==> config.mk <==
export PLATFORM = sky130hd
export DESIGN_NAME = micro_sequencer
export DESIGN_NICKNAME = d
export VERILOG_FILES = /design/src/rtl/micro_sequencer.sv
export SDC_FILE = /design/constraint.sdc
export NUM_CORES = 1
export LEC_CHECK = 0
export CAP_MARGIN = 20
export CORE_MARGIN = 3
export CORE_UTILIZATION = 38
export DETAILED_ROUTE_END_ITERATION = 12
export GPL_TIMING_DRIVEN = 0
export PLACE_DENSITY = 0.78
export SLEW_MARGIN = 5
export SYNTH_ARGS = -nofsm -noshare
export SYNTH_HDL_FRONTEND = slang
export SYNTH_SLANG_ARGS = --single-unit
export TNS_END_PERCENT = 30
==> constraint.sdc <==
create_clock -name clk -period 2.6 [get_ports clk]
set_input_delay 0.52 -clock clk [delete_from_list [all_inputs] [get_ports clk]]
set_output_delay 0.52 -clock clk [all_outputs]
set_load 0.02 [all_outputs]
==> src/rtl/micro_sequencer.sv <==
`default_nettype none
// ============================================================================
// Module      : micro_sequencer
// Description : Micro-step sequencer for a microcoded CPU. It steps the
//               control-ROM address through the micro-steps of each
//               instruction, detects end-of-instruction, evaluates the branch
//               condition and runs an IDLE/RUN/STEP/HALTED operator FSM.
// Revision    : 1.0 - initial release
// ============================================================================
module micro_sequencer #(
  parameter int HALT_BIT  = 0,
  parameter int LAST_STEP = 3
) (
  input  logic        clk,
  input  logic        rst_n,
  input  logic [7:0]  instruction,
  input  logic [31:0] control_lines,
  input  logic        flag_z,
  input  logic        flag_c,
  input  logic        flag_n,
  input  logic        run_req,
  input  logic        step_req,
  input  logic        stop_req,
  output logic [1:0]  micro_counter,
  output logic        flags_valid,
  output logic        seq_active,
  output logic        halted,
  output logic        instr_done,
  output logic [15:0] instr_count
);

  // The micro-step counter stays 2 bits wide whatever LAST_STEP is set to.
  localparam logic [1:0] c_last_step = LAST_STEP[1:0];

  typedef enum logic [1:0] {
    IDLE   = 2'd0,
    RUN    = 2'd1,
    STEP   = 2'd2,
    HALTED = 2'd3
  } state_t;

  state_t      state_q, state_d;
  logic [1:0]  micro_counter_q, micro_counter_d;
  logic        instr_done_q, instr_done_d;
  logic [15:0] instr_count_q, instr_count_d;
  logic        stop_pending_q, stop_pending_d;

  logic w_active;
  logic w_halt_bit;
  logic w_eoi;
  logic w_stop_eff;

  // Active-cycle qualification and end-of-instruction detection.
  always_comb begin
    w_active   = (state_q == RUN) || (state_q == STEP);
    w_halt_bit = control_lines[HALT_BIT];
    w_eoi      = w_active &&
                 ((micro_counter_q == c_last_step) ||
                  ((micro_counter_q >= 2'd2) && (control_lines == 32'd0)) ||
                  w_halt_bit);
    // A stop arriving in the EOI cycle itself still counts at that EOI.
    w_stop_eff = stop_pending_q || stop_req;
  end

  // Branch condition from the instruction's condition field.
  always_comb begin
    flags_valid = 1'b0;
    case (instruction[7:5])
      3'd0:    flags_valid = 1'b1;
      3'd1:    flags_valid = flag_z;
      3'd2:    flags_valid = !flag_z;
      3'd3:    flags_valid = flag_c;
      3'd4:    flags_valid = !flag_c;
      3'd5:    flags_valid = flag_n;
      3'd6:    flags_valid = !flag_n;
      default: flags_valid = 1'b0;
    endcase
  end

  // Next-state, micro-step counter, retire counter and stop-pending logic.
  always_comb begin
    state_d         = state_q;
    micro_counter_d = 2'd0;
    instr_done_d    = w_eoi;
    instr_count_d   = instr_count_q;
    stop_pending_d  = stop_pending_q;

    if (w_active) begin
      micro_counter_d = w_eoi ? 2'd0 : micro_counter_q + 2'd1;
    end

    if (w_eoi) begin
      instr_count_d = instr_count_q + 16'd1;
    end

    case (state_q)
      IDLE, HALTED: begin
        // Requests are only honoured while stopped; run beats step.
        if (run_req) begin
          state_d = RUN;
        end else if (step_req) begin
          state_d = STEP;
        end
      end
      RUN: begin
        if (w_eoi && (w_halt_bit || w_stop_eff)) begin
          state_d = HALTED;
        end
      end
      STEP: begin
        if (w_eoi) begin
          state_d = HALTED;
        end
      end
      default: state_d = IDLE;
    endcase

    if (w_active && stop_req) begin
      stop_pending_d = 1'b1;
    end
    // Entering HALTED consumes any pending stop.
    if (state_d == HALTED && state_q != HALTED) begin
      stop_pending_d = 1'b0;
    end
  end

  // State registers; reset abandons any in-flight instruction silently.
  always_ff @(posedge clk or negedge rst_n) begin
    if (!rst_n) begin
      state_q         <= IDLE;
      micro_counter_q <= 2'd0;
      instr_done_q    <= 1'b0;
      instr_count_q   <= 16'd0;
      stop_pending_q  <= 1'b0;
    end else begin
      state_q         <= state_d;
      micro_counter_q <= micro_counter_d;
      instr_done_q    <= instr_done_d;
      instr_count_q   <= instr_count_d;
      stop_pending_q  <= stop_pending_d;
    end
  end

  // Output mapping.
  always_comb begin
    micro_counter = micro_counter_q;
    seq_active    = (state_q == RUN) || (state_q == STEP);
    halted        = (state_q == HALTED);
    instr_done    = instr_done_q;
    instr_count   = instr_count_q;
  end

endmodule
`default_nettype wire

==> summary.md <==
| Metric | Value |
|---|---|
| Status | complete, no violations |
| CP top delay family | buffers and inverters |
| MaxCap Viol Count | 0 |
| Total GRT Usage | 17.4% |
| Critical path data required time | 2790 ps |
| Crit path capture type | register |
| Crit Path Max Fanout | 10 |
| Crit path buf inv count | 2 |
| Hold Crit Start | instr_count[15]$_DFFE_PN0P_ |
| IO buf count | 64 |
| R2r startpoint | state_q[0]$_DFF_PN0_ |
| Top cell type's share of synthesized area | 45.2% |
| Post-Synthesis Cells | 114 |
| Layout cells sized above 1 | 8.29% |
| Initial Util | 42.0% |
| Clock Latency Late Sink | 300 ps |
| Number of synthesized flops with an enable pin | 0 |
| Worst r2r dst | instr_count[8]$_DFFE_PN0P_ |
| Max Clock Freq | 415 MHz |
| Largest net degree at the start of global routing | 23 |
| H-tree levels | 1 |
| Cell area power density | 825 mW/mm^2 |
| Asr flop ratio synth | 100% |
| Non-Filler Instances | 223 |
| Die X | 62.6 um |
| R2r setup slk | 460 ps |
| Period minus WS final | 2410 ps |
| Worst hold stages | 1 |
| # diodes | 0 |
| Final WL | 3.20 mm |
| Critical path's largest stage delay | 590 ps |
| Main flop type after synthesis | dfrtp_1 |
| Top-count cell post-synth | dfrtp_1 |
| Dominant cell type by area after synthesis | dfrtp_1 |
| Total CTS buffers | 3 |
| Unique cell type count in the Yosys netlist | 32 |
| Slowest-stage cell, CP | o41ai_4 |
| Slew Limit Fails | 0 |
| Max rail drop VDD | 0.000490 V |
| Syn Nets | 168 |
| Worst path cell trace | clkdlybuf4s50_1, nor4_1, nand4_1, o41ai_4, buf_6, nand3_1, xnor2_1 |
| Number of global-route vias before repair | 1241 |
| Die Y | 62.6 um |
| CTS tree | built |
| Final hold violation count | 0 |
| Overflow after GRT | 0 |
| Vias/cell | 5.12 |
| Core Area | 0.00290 mm^2 |
| Unrepaired setup endpoints after global routing | no |
| CTS Sinks | 22 |
| Ranking of synthesized cells by area | dfrtp_1 (45%), xnor2_1 (9.4%), ha_1 (6.2%) |
| Reg clk slew, reported paths | 130 ps |
| #FFs+latches synth | 22 |
| Die area | 0.00392 mm^2 |
| Syn Std Cell Area | 0.00122 mm^2 |
| Final Util | 67.6% |
| Via count | 1141 |
| DRC | 0 |
| P&R area growth vs syn | 61.0% |
| Worst Setup Start Kind | primary input |
| TritonRoute pass-1 iters | 4 |
| Synth warnings | 0 |
| DP Wirelength | 2.61 mm |
| Crit path depth | 7 |
| Setup Buffers After CTS | 0 |
| Syn_area_per_cell | 10.7 um^2 |
| Synth cell count leaders | dfrtp_1 (22), xnor2_1 (13), nor4_1 (8), inv_1 (7) |
| Sequential area share after synthesis | 45.2% |
| CP Data Arrival Time | 2600 ps |
| Max-slew headroom | 38.5% |
| DR iter-0 viols | 43 |
| IO Count | 70 |
| RD Place Congestion | 0.802 |
| Final setup vio count | 0 |
| Final Cycle Share | 92.6% |
| Rows | 19 |
| Antenna violation net count after detailed routing | 0 |
| CTS root buf | clkbuf_4 |
| Initial antenna violation count | 0 |
| First-pass GRT wire length | 5.70 mm |
| Crit Path Category | in -> reg |
| Largest buffer count on any clock path | 2 |
| Clock skew | 10.5 ps |
| Worst min-delay path category | reg -> reg |
| Worst-case reg-to-reg path depth | 6 |
| Hold Path End | instr_count[15]$_DFFE_PN0P_ |
| Inst Count DP | 220 |
| Measured slew at the worst slew-check pin | 920 ps |
| Fin nets | 236 |
| Leak Pwr | 0.846 nW |
| Routed length per instance | 14.4 um |
[cell families after synthesis]
family	count (synthesis)	synth area share (%)
XOR/XNOR	15	10.8
adder cells (fa/ha/maj)	6	6.17
AND/OR/NAND/NOR	43	22.4
AO/OA/AOI/OAI	18	11.1
multiplexers	1	0.925
flip-flops	22	45.2
buffers and inverters	9	3.39
[through the flow]
stage	instance area, um^2	hold slack, ps	power (mW)	setup TNS (ps)	worst slack, ps
after floorplan	1220	224	1.02	0	625
after global placement	1910	460	1.34	-960	-111
after detailed placement	1910	471	1.38	-1360	-144
after CTS	1960	488	1.64	0	55.5
after global routing	1960	508	1.73	0	28.3
final	1960	486	1.62	0	192
[worst max-delay path by stage]
stage	to	start	slack, ps
detailed placement	instr_count[8]$_DFFE_PN0P_	control_lines[0]	-140
finish	instr_count[8]$_DFFE_PN0P_	control_lines[0]	190
global placement	instr_count[8]$_DFFE_PN0P_	control_lines[0]	-110
CTS	seq_active	state_q[0]$_DFF_PN0_	60
global route	instr_count[8]$_DFFE_PN0P_	control_lines[0]	30
floorplan	instr_count[3]$_DFFE_PN0P_	control_lines[9]	630
[layer usage]
| metal | vias up | track usage, % | wire length, um | part of all wire, % |
|---|---|---|---|---|
| li1 | 559 | - | - | - |
| met1 | 523 | 20.5 | 1410 | 44 |
| met2 | 59 | 30.6 | 1440 | 45 |
| met3 | 0 | 5.76 | 352 | 11 |
| met4 | 0 | 4.13 | 0 | 0 |
| met5 | - | 0 | 0 | 0 |
[area by class of cell]
cell class                      count  area, um^2
Clock buffer                        3        22.5
Sequential cell                    22         551
Timing Repair Buffer               64         642
Tap cell                           42        52.6
Buffer                              1        11.3
Multi-Input combinational cell     83         626
Inverter                            7        26.3
Fill cell                         239         940
Clock inverter                      1        30.0
[cells in the final DEF (no fill, tap or decap), types with 2 or more instances in the layout]
cell type and n:
clkdlybuf4s50_1 62, dfrtp_1 22, xnor2_1 13, nor4_1 8
inv_1 7, nand4_1 6, nand3_1 6, ha_1 6
o21ai_0 5, and3_1 5, nor2_1 4, a21oi_1 4
and4_2 3, clkbuf_4 3, nor3_1 2, o31a_1 2
nand2_1 2, nand3_2 2, xor2_1 2
[report_power, final]
part | leakage, nW | internal (mW) | switching, mW | total (mW)
combinational | 0.530 | 0.400 | 0.427 | 0.827
sequential | 0.289 | 0.433 | 0.101 | 0.534
clock | 0.0279 | 0.156 | 0.101 | 0.257
[state kept, by name, indices dropped and copies added, names as in the netlist]
name            cells
instr_count        16
micro_counter       2
instr_done          1
state_q             2
stop_pending_q      1
[worst register-to-register path, delay by kind of cell, from the launching register on]
family                     cells  cell delay, ps
xor gates and xnor gates       1             140
and+or+nand+nor                1              90
DFF                            1             450
adders and majority gates      1             410
AOI/OAI and AO/OA              1             640
buffers and inverters          2             300
[timing repair]
action,4_1_cts,5_1_grt
cloned,0,0
setup endpoints to repair,2,1
hold buffers,0,0
gates resized for setup,1,1
hold endpoints to repair,0,0
Power figures use the tool's default switching activity.
